`src/rtl/rgmii_rx_decoder.sv`:
```
// rgmii_rx_decoder
//   Rebuilds bytes from RGMII DDR samples and decodes RX_DV/RX_ER. Strips the
//   preamble and SFD, then presents frame bytes to the MAC as an AXI-Stream
//   master with no back-pressure.
//
//   Ports
//     clk, reset_n        buffered PHY rx clock; synchronous active-low reset
//     q1 / q2             rising / falling edge samples, {rx_ctl, rxd[3:0]}
//     link_speed          2'b10/2'b11 = 1000, 2'b01 = 100, 2'b00 = 10
//     m_rx_axis_*         tdata / tvalid / tlast / tuser (frame error on tlast)
//
//   Build option
//     RGMII_RX_10_100_EN  when defined, adds nibble assembly for 10/100 links.
//                         When undefined, everything is decoded as gigabit and
//                         link_speed is ignored.
module rgmii_rx_decoder #(
  parameter int MAX_FRAME_BYTES = 1522
) (
  input  logic       clk,
  input  logic       reset_n,
  input  logic [4:0] q1,
  input  logic [4:0] q2,
  input  logic [1:0] link_speed,
  output logic [7:0] m_rx_axis_tdata,
  output logic       m_rx_axis_tvalid,
  output logic       m_rx_axis_tlast,
  output logic       m_rx_axis_tuser
);

  typedef enum logic [2:0] {IDLE, PREAMBLE, PAYLOAD, FLUSH, DROP} state_t;

  localparam logic [10:0] MAX_CNT = 11'(MAX_FRAME_BYTES);

  state_t      state_q, state_d;
  logic [4:0]  in1_q, in2_q;
  logic [7:0]  hold_q, hold_d;
  logic        full_q, full_d;
  logic [10:0] cnt_q, cnt_d;
  logic        err_q, err_d;
  logic [7:0]  tdata_q, tdata_d;
  logic        tvalid_q, tvalid_d;
  logic        tlast_q, tlast_d;
  logic        tuser_q, tuser_d;

  logic       dv, er, slow, byte_vld;
  logic [7:0] byte_w;

  // Only link_speed[1] matters (and only in the 10/100 build).
  logic unused_speed;
  assign unused_speed = ^link_speed;

  assign dv = in1_q[4];
  assign er = in1_q[4] ^ in2_q[4];

`ifdef RGMII_RX_10_100_EN
  logic       slow_q, slow_d;
  logic       phase_q, phase_d;
  logic [3:0] lo_q, lo_d;

  // In IDLE the live speed drives assembly so the very first nibble pairs
  // correctly; from the first byte on, the latched speed is used.
  assign slow = (state_q == IDLE) ? ~link_speed[1] : slow_q;

  always_comb begin
    phase_d = dv & slow & ~phase_q;
    lo_d    = (dv & ~phase_q) ? in1_q[3:0] : lo_q;
  end

  assign byte_vld = dv & (~slow | phase_q);
  assign byte_w   = slow ? {in1_q[3:0], lo_q} : {in2_q[3:0], in1_q[3:0]};
`else
  assign slow     = 1'b0;
  assign byte_vld = dv;
  assign byte_w   = {in2_q[3:0], in1_q[3:0]};
`endif

  always_comb begin
    state_d  = state_q;
    hold_d   = hold_q;
    full_d   = full_q;
    cnt_d    = cnt_q;
    err_d    = err_q;
    tdata_d  = 8'h00;
    tvalid_d = 1'b0;
    tlast_d  = 1'b0;
    tuser_d  = 1'b0;
`ifdef RGMII_RX_10_100_EN
    slow_d   = slow_q;
`endif
    unique case (state_q)
      IDLE: begin
        if (byte_vld) begin
          state_d = (byte_w == 8'h55) ? PREAMBLE : DROP;
`ifdef RGMII_RX_10_100_EN
          slow_d  = slow;
`endif
        end
      end
      PREAMBLE: begin
        if (!dv) begin
          state_d = IDLE;
        end else if (byte_vld) begin
          if (byte_w == 8'hD5) begin
            state_d = PAYLOAD;
            cnt_d   = '0;
            err_d   = 1'b0;
            full_d  = 1'b0;
          end else if (byte_w != 8'h55) begin
            state_d = DROP;
          end
        end
      end
      PAYLOAD: begin
        if (er) err_d = 1'b1;
        if (!dv) begin
          if (full_q && slow) begin
            // Hold the final byte one extra cycle so 10/100 beats stay at
            // least two cycles apart.
            state_d = FLUSH;
          end else begin
            state_d  = IDLE;
            full_d   = 1'b0;
            tvalid_d = full_q;
            tdata_d  = full_q ? hold_q : 8'h00;
            tlast_d  = full_q;
            tuser_d  = full_q & err_d;
          end
        end else if (byte_vld) begin
          if (cnt_q == MAX_CNT) begin
            // Oversize: close the frame on the held byte and discard the rest.
            state_d  = DROP;
            full_d   = 1'b0;
            tvalid_d = 1'b1;
            tdata_d  = hold_q;
            tlast_d  = 1'b1;
            tuser_d  = 1'b1;
          end else begin
            tvalid_d = full_q;
            tdata_d  = full_q ? hold_q : 8'h00;
            hold_d   = byte_w;
            full_d   = 1'b1;
            if (cnt_q != 11'h7FF) cnt_d = cnt_q + 11'd1;
          end
        end
      end
      FLUSH: begin
        state_d  = IDLE;
        full_d   = 1'b0;
        tvalid_d = 1'b1;
        tdata_d  = hold_q;
        tlast_d  = 1'b1;
        tuser_d  = err_q;
      end
      DROP: begin
        if (!dv) state_d = IDLE;
      end
      default: state_d = IDLE;
    endcase
  end

  always_ff @(posedge clk) begin
    if (!reset_n) begin
      state_q  <= IDLE;
      in1_q    <= '0;
      in2_q    <= '0;
      hold_q   <= '0;
      full_q   <= 1'b0;
      cnt_q    <= '0;
      err_q    <= 1'b0;
      tdata_q  <= '0;
      tvalid_q <= 1'b0;
      tlast_q  <= 1'b0;
      tuser_q  <= 1'b0;
    end else begin
      state_q  <= state_d;
      in1_q    <= q1;
      in2_q    <= q2;
      hold_q   <= hold_d;
      full_q   <= full_d;
      cnt_q    <= cnt_d;
      err_q    <= err_d;
      tdata_q  <= tdata_d;
      tvalid_q <= tvalid_d;
      tlast_q  <= tlast_d;
      tuser_q  <= tuser_d;
    end
  end

`ifdef RGMII_RX_10_100_EN
  always_ff @(posedge clk) begin
    if (!reset_n) begin
      slow_q  <= 1'b0;
      phase_q <= 1'b0;
      lo_q    <= '0;
    end else begin
      slow_q  <= slow_d;
      phase_q <= phase_d;
      lo_q    <= lo_d;
    end
  end
`endif

  assign m_rx_axis_tdata  = tdata_q;
  assign m_rx_axis_tvalid = tvalid_q;
  assign m_rx_axis_tlast  = tlast_q;
  assign m_rx_axis_tuser  = tuser_q;

endmodule

```
`config.mk`:
```
export PLATFORM = sky130hd
export DESIGN_NAME = rgmii_rx_decoder
export DESIGN_NICKNAME = d
export VERILOG_FILES = /design/src/rtl/rgmii_rx_decoder.sv
export SDC_FILE = /design/constraint.sdc
export NUM_CORES = 1
export LEC_CHECK = 0
export CORE_MARGIN = 10
export CORE_UTILIZATION = 30
export CTS_CLUSTER_SIZE = 28
export DETAILED_ROUTE_END_ITERATION = 7
export PLACE_DENSITY = 0.53
export SYNTH_ARGS = -nofsm -noshare
export SYNTH_HDL_FRONTEND = slang
export SYNTH_SLANG_ARGS = --single-unit
```
`constraint.sdc`:
```
create_clock -name clk -period 2.5 [get_ports clk]
set_clock_uncertainty 0.15 [all_clocks]
set_input_delay 0.25 -clock clk [delete_from_list [all_inputs] [get_ports clk]]
set_output_delay 0.25 -clock clk [all_outputs]
set_load 0.02 [all_outputs]
```
==> Yosys cells after proc, flatten, opt, wreduce, memory -nomap -nowiden <==
Cells that the tools add are included.
{ "totals": {"reg_bits": 45, "word_cells": 76} }
{ "classes": {"addsub": 1, "eq_ne": 18, "n_mux": 35, "n_bitwise": 3, "n_reduce_logical": 8} }
{ "ops": {"columns": ["op", "n"], "rows": [
  ["11-bit two-way mux", 5],
  ["3-bit two-way mux", 8],
  ["8-bit two-way mux", 3],
  ["11-bit case mux with 2 select lines", 1],
  ["8-bit case mux with 2 select lines", 1],
  ["2-bit inequality test (second input constant)", 7],
  ["3-bit case mux with 4 select lines", 1],
  ["11-bit by 1-bit adder with 11-bit output (second input constant)", 1],
  ["11-bit equality test (second input constant)", 1],
  ["1-bit two-way mux", 11],
  ["11-bit inequality test (second input constant)", 1],
  ["3-bit AND reduction", 3],
  ["8-bit by 7-bit equality test with 1-bit output (second input constant)", 1],
  ["8-bit equality test (second input constant)", 1],
  ["8-bit by 7-bit inequality test with 1-bit output (second input constant)", 1],
  ["1-bit case mux with 2 select lines", 4],
  ["3-bit by 2-bit equality test with 1-bit output (second input constant)", 2],
  ["6-bit AND reduction", 1],
  ["4-bit inequality test (second input constant)", 1],
  ["4-bit AND reduction", 1],
  ["3-bit by 1-bit equality test with 1-bit output (second input constant)", 1],
  ["3-bit equality test (second input constant)", 1],
  ["3-bit logical NOT", 1],
  ["3-bit inequality test (second input constant)", 1],
  ["other kinds (6)", 6]
]} }

==> Depth between registers and ports, before layout <==
{ "logic_depth": {"word_depth": 6, "mapped_depth": 7, "mapped_depth_nobuf": 6} }

==> Worst setup path after synthesis <==
Ideal clock, no wire load.
{ "synth_path": {"path_type": "register -> register", "start": "reg cnt_q[0]", "end": "reg cnt_q[7]", "setup_time_ps": 122, "t_arrival_ps": 1659, "t_required_ps": 2228, "slack_ps": 569, "path_stages_with_launch": 8, "n_path_buf": 1, "synth_period_minus_slack_ps": 1931, "path_cell_list": "dfxtp_1 -> inv_1 -> ha_1 -> nor4b_2 -> o211a_1 -> buf_6 -> o21a_1 -> a221o_1"} }
{ "synth_between": {"elab_chain_cells": 5, "word_cells_on_any_way": 10} }
{ "synth_lines": {"columns": ["element", "line", "source"], "rows": [
  ["start, declared", "38", "logic [10:0] cnt_q, cnt_d;"],
  ["start signal, assigned", "180", "cnt_q <= cnt_d;"],
  ["11-bit by 1-bit adder with 11-bit output", "142", "if (cnt_q != 11'h7FF) cnt_d = cnt_q + 11'd1;"],
  ["11-bit two-way mux", "142", null],
  ["11-bit two-way mux", "129", "if (cnt_q == MAX_CNT) begin"],
  ["11-bit two-way mux", "115", "if (!dv) begin"],
  ["11-bit case mux with 2 select lines", "90", "unique case (state_q)"]
]} }
Several ways; a longest one is shown, not always the timed one. The select of a mux whose other input is x is not followed.
A chain may end at the register's enable or synchronous reset.

==> Worst setup path after layout <==
Same ends and word-level chain as after synthesis.

==> impl_metrics.json <==
{
  "final.period_utilization_pct": 83.6,
  "worstHoldPathType": "flop to flop",
  "yosys_warnings": 0,
  "power_per_cell_area_mw_per_mm2": 603,
  "synth_enable_flop_cells": 0,
  "count_of_buffers_from_port_buffering": 22,
  "clock-root-buffer": "sky130_fd_sc_hd__clkbuf_8",
  "critical_path.slowest_cell": "sky130_fd_sc_hd__dfxtp_1",
  "crit_path_start_kind": "flop",
  "final-setup-viol-count": 0,
  "drv_slew": 0,
  "timing.critical_path.arrival_ns": 2.13,
  "netlist_area_mm2": 0.00178,
  "slowest_delay_ns": 0.42,
  "die-height_um": 97.0,
  "ys_async_sr_fraction_pct": 0,
  "globalRouteOverflowTotal": 0,
  "critical_path_class": "flop to flop",
  "hold_violations": 0,
  "dpl.cell_count": 267,
  "crit_path_max_fanout": 10,
  "max_cap_violations": 0,
  "power.sequential.fraction_pct": 55.3,
  "period_minus_slack_ns": 2.09,
  "pwr-share-clk_pct": 40.9,
  "cts_htree_levels": 2,
  "vdd_drop_max_v": 0.000280,
  "antenna_violating_nets_post_route": 0,
  "timing.slew.headroom_pct": 65.6,
  "worstSetupEndpointType": "flop",
  "gp_congestion": 0.796,
  "cts_tree": "yes",
  "power.combinational.fraction_pct": 3.8,
  "power_leakage_nw": 0.870,
  "initial_core_util_pct": 31.5,
  "post-route-drc-count": 0,
  "totalWireLength_um": 3550,
  "clk_latency_ns": 0.29,
  "antennaDiodeCount": 0,
  "synth_top_flop_cell": "sky130_fd_sc_hd__dfxtp_1",
  "grt_pass1_vias": 1294,
  "total_half_perimeter_wirelength_after_legalization_and_detailed_placement_um": 2680,
  "vias": 1344,
  "numCtsBuffers": 5,
  "fin_setup_tns_ns": 0,
  "fraction_of_layout_cells_with_a_size_suffix_above_1_pct": 9.85,
  "number_of_buffers_between_clock_root_and_the_deepest_sink": 2,
  "worst_setup_hold_path_clk_slew_ns": 0.08,
  "worst-endpoint-required_ns": 2.54,
  "status": "completed",
  "drt_iter0_drc": 50,
  "floorplan_row_count": 27,
  "postSynthNetCount": 190,
  "finalInstanceArea_mm2": 0.00220,
  "clk_sink_count": 45,
  "grt_start_max_net_pins": 16,
  "cts.repair_timing.setup_buffer_count": 0,
  "worst_pin_slew_ns": 0.509,
  "unrepaired_setup_endpoints_after_global_routing": "no",
  "core_region_area_mm2": 0.00564,
  "net-switching-power_mw": 0.270,
  "post_drt_wl_per_cell_um": 12.9,
  "area.growth.synth_to_final_pct": 23.6,
  "placed_area_mm2": 0.00209,
  "cts_hold_repair.buffers": 0,
  "yosysUniqueCellTypes": 48,
  "cts_repair_resize_count": 0,
  "die_area_mm2": 0.00941,
  "initial_antenna_violation_count": 0,
  "path_cells": "inv_1 > ha_1 > nor4b_2 > o211a_1 > o21a_1 > a221o_1",
  "hold-worst-slack_ns": 0.312,
  "via_density_per_instance": 4.89,
  "globalRouteTotalUtil_pct": 7.60,
  "instances_no_fill": 275,
  "io-pin-count": 25,
  "detailedRoute.firstPassIterationCount": 4,
  "grt_first_pass_wirelength_um": 6020,
  "clock.fmax_mhz": 479,
  "syn-instance-count": 174,
  "synth_sequential_area_ratio_pct": 50.7,
  "switching_share_pct": 20.3,
  "power.internal_mw": 1.06,
  "synth.avg_cell_area_um2": 10.2,
  "chipWidth_um": 97.0,
  "final_nets": 218,
  "ys_ff_latch": 45
}
==> sequential cells by signal, summed over array words and instances (netlist names) <==
signal            count
cnt_q                11
hold_q                8
m_rx_axis_tdata       8
in1_q                 5
in2_q                 5
state_q               3
err_q                 1
full_q                1
m_rx_axis_tlast       1
m_rx_axis_tuser       1
m_rx_axis_tvalid      1
==> final cells by class <==
| type | instances | area, um^2 |
|---|---|---|
| Timing Repair Buffer | 26 | 250 |
| Tap cell | 72 | 90.1 |
| Sequential cell | 45 | 901 |
| Multi-Input combinational cell | 119 | 827 |
| Clock buffer | 6 | 72.6 |
| Clock inverter | 2 | 38.8 |
| Fill cell | 553 | 3440 |
| Inverter | 5 | 18.8 |
==> worst paths after layout <==
| path | cells after the start | to | slack (ns) | from |
|---|---|---|---|---|
| worst max register to register | 6 | cnt_q[7] | 0.41 | cnt_q[0] |
| worst min register to register | 1 | m_rx_axis_tdata[5] | 0.31 | hold_q[5] |
| worst max-delay path | 6 | cnt_q[7] | 0.41 | cnt_q[0] |
| worst min-delay path | 1 | m_rx_axis_tdata[5] | 0.31 | hold_q[5] |
==> metal layers <==
| layer | share of wire (%) | GRT usage, % |
|---|---|---|
| met5 | 0 | 0 |
| met4 | 1.2 | 3.38 |
| met3 | 4.7 | 3.12 |
| met2 | 43 | 11.7 |
| met1 | 51 | 9.03 |
==> logic make-up (layout without fill, tap and decap cells) <==
family          count (synthesis)  count (layout)  share of synthesized area (%)
simple gates                   73              73                           25.5
flops                          45              45                           50.7
compound gates                 34              34                           14.1
buf+inv                        10              39                           2.82
mux                             9               9                           5.07
fa+ha+maj                       2               2                           1.41
xor+xnor                        1               1                          0.493
==> layout by cell type (no fill, tap or decap), drive strengths merged, types with 2 or more instances in the layout <==
| cell | instances |
|---|---|
| dfxtp | 45 |
| clkdlybuf4s50 | 22 |
| and2 | 19 |
| nor2 | 12 |
| mux2i | 9 |
| a21oi | 8 |
| nor3 | 7 |
| clkbuf | 6 |
| inv | 5 |
| nand4 | 5 |
| nand3 | 5 |
| nand2 | 5 |
| and3 | 4 |
| buf | 4 |
| o21ai | 3 |
| o21a | 3 |
| o311ai | 3 |
| o31ai | 3 |
| or2 | 3 |
| and4 | 2 |
| a221o | 2 |
| a21o | 2 |
| ha | 2 |
| nor3b | 2 |
| or4b | 2 |
==> Yosys cell counts, types with 2 or more instances <==
| library cell | number | area, um^2 |
|---|---|---|
| sky130_fd_sc_hd__a21oi_1 | 7 | 35.0 |
| sky130_fd_sc_hd__clkbuf_1 | 2 | 7.51 |
| sky130_fd_sc_hd__inv_1 | 5 | 18.8 |
| sky130_fd_sc_hd__and2_1 | 19 | 119 |
| sky130_fd_sc_hd__nor3_1 | 7 | 35.0 |
| sky130_fd_sc_hd__o21a_1 | 3 | 22.5 |
| sky130_fd_sc_hd__nand2_1 | 5 | 18.8 |
| sky130_fd_sc_hd__a221o_1 | 2 | 20.0 |
| sky130_fd_sc_hd__nand4_1 | 5 | 31.3 |
| sky130_fd_sc_hd__and4_1 | 2 | 17.5 |
| sky130_fd_sc_hd__o31ai_1 | 3 | 22.5 |
| sky130_fd_sc_hd__and3_1 | 4 | 25.0 |
| sky130_fd_sc_hd__o311ai_0 | 3 | 26.3 |
| sky130_fd_sc_hd__or2_2 | 2 | 12.5 |
| sky130_fd_sc_hd__ha_1 | 2 | 25.0 |
| sky130_fd_sc_hd__a21o_1 | 2 | 15.0 |
| sky130_fd_sc_hd__nor2_1 | 12 | 45.0 |
| sky130_fd_sc_hd__nand3_1 | 5 | 25.0 |
| sky130_fd_sc_hd__mux2i_1 | 9 | 90.1 |
| sky130_fd_sc_hd__o21ai_0 | 3 | 15.0 |
| sky130_fd_sc_hd__dfxtp_1 | 45 | 901 |
==> worst max-delay path: cells and delay by family, from the launching register on <==
family          cells  cell delay (ns)
compound gates      3             1.00
flops               1             0.42
fa+ha+maj           1             0.18
simple gates        1             0.17
buf+inv             1             0.06
==> power groups by stage <==
stage / clock network [mW] / logic, mW / registers (mW)
2_1_floorplan: 0 / 0.0235 / 0.747
4_1_cts: 0.566 / 0.0510 / 0.733
6_report: 0.541 / 0.0505 / 0.733
3_5_place_dp: 0 / 0.0509 / 0.750
5_1_grt: 0.593 / 0.0559 / 0.735
3_3_place_gp: 0 / 0.0505 / 0.751
==> metrics by stage <==
stage               util (%)  worst slack [ns]  total power [mW]
floorplan                  -             0.569             0.771
global placement        37.0             0.419             0.801
detailed placement      37.0             0.431             0.801
CTS                     39.0             0.411              1.35
global route            39.0             0.307              1.38
finish                  39.0             0.411              1.33
(Power assumes the default switching activity.)
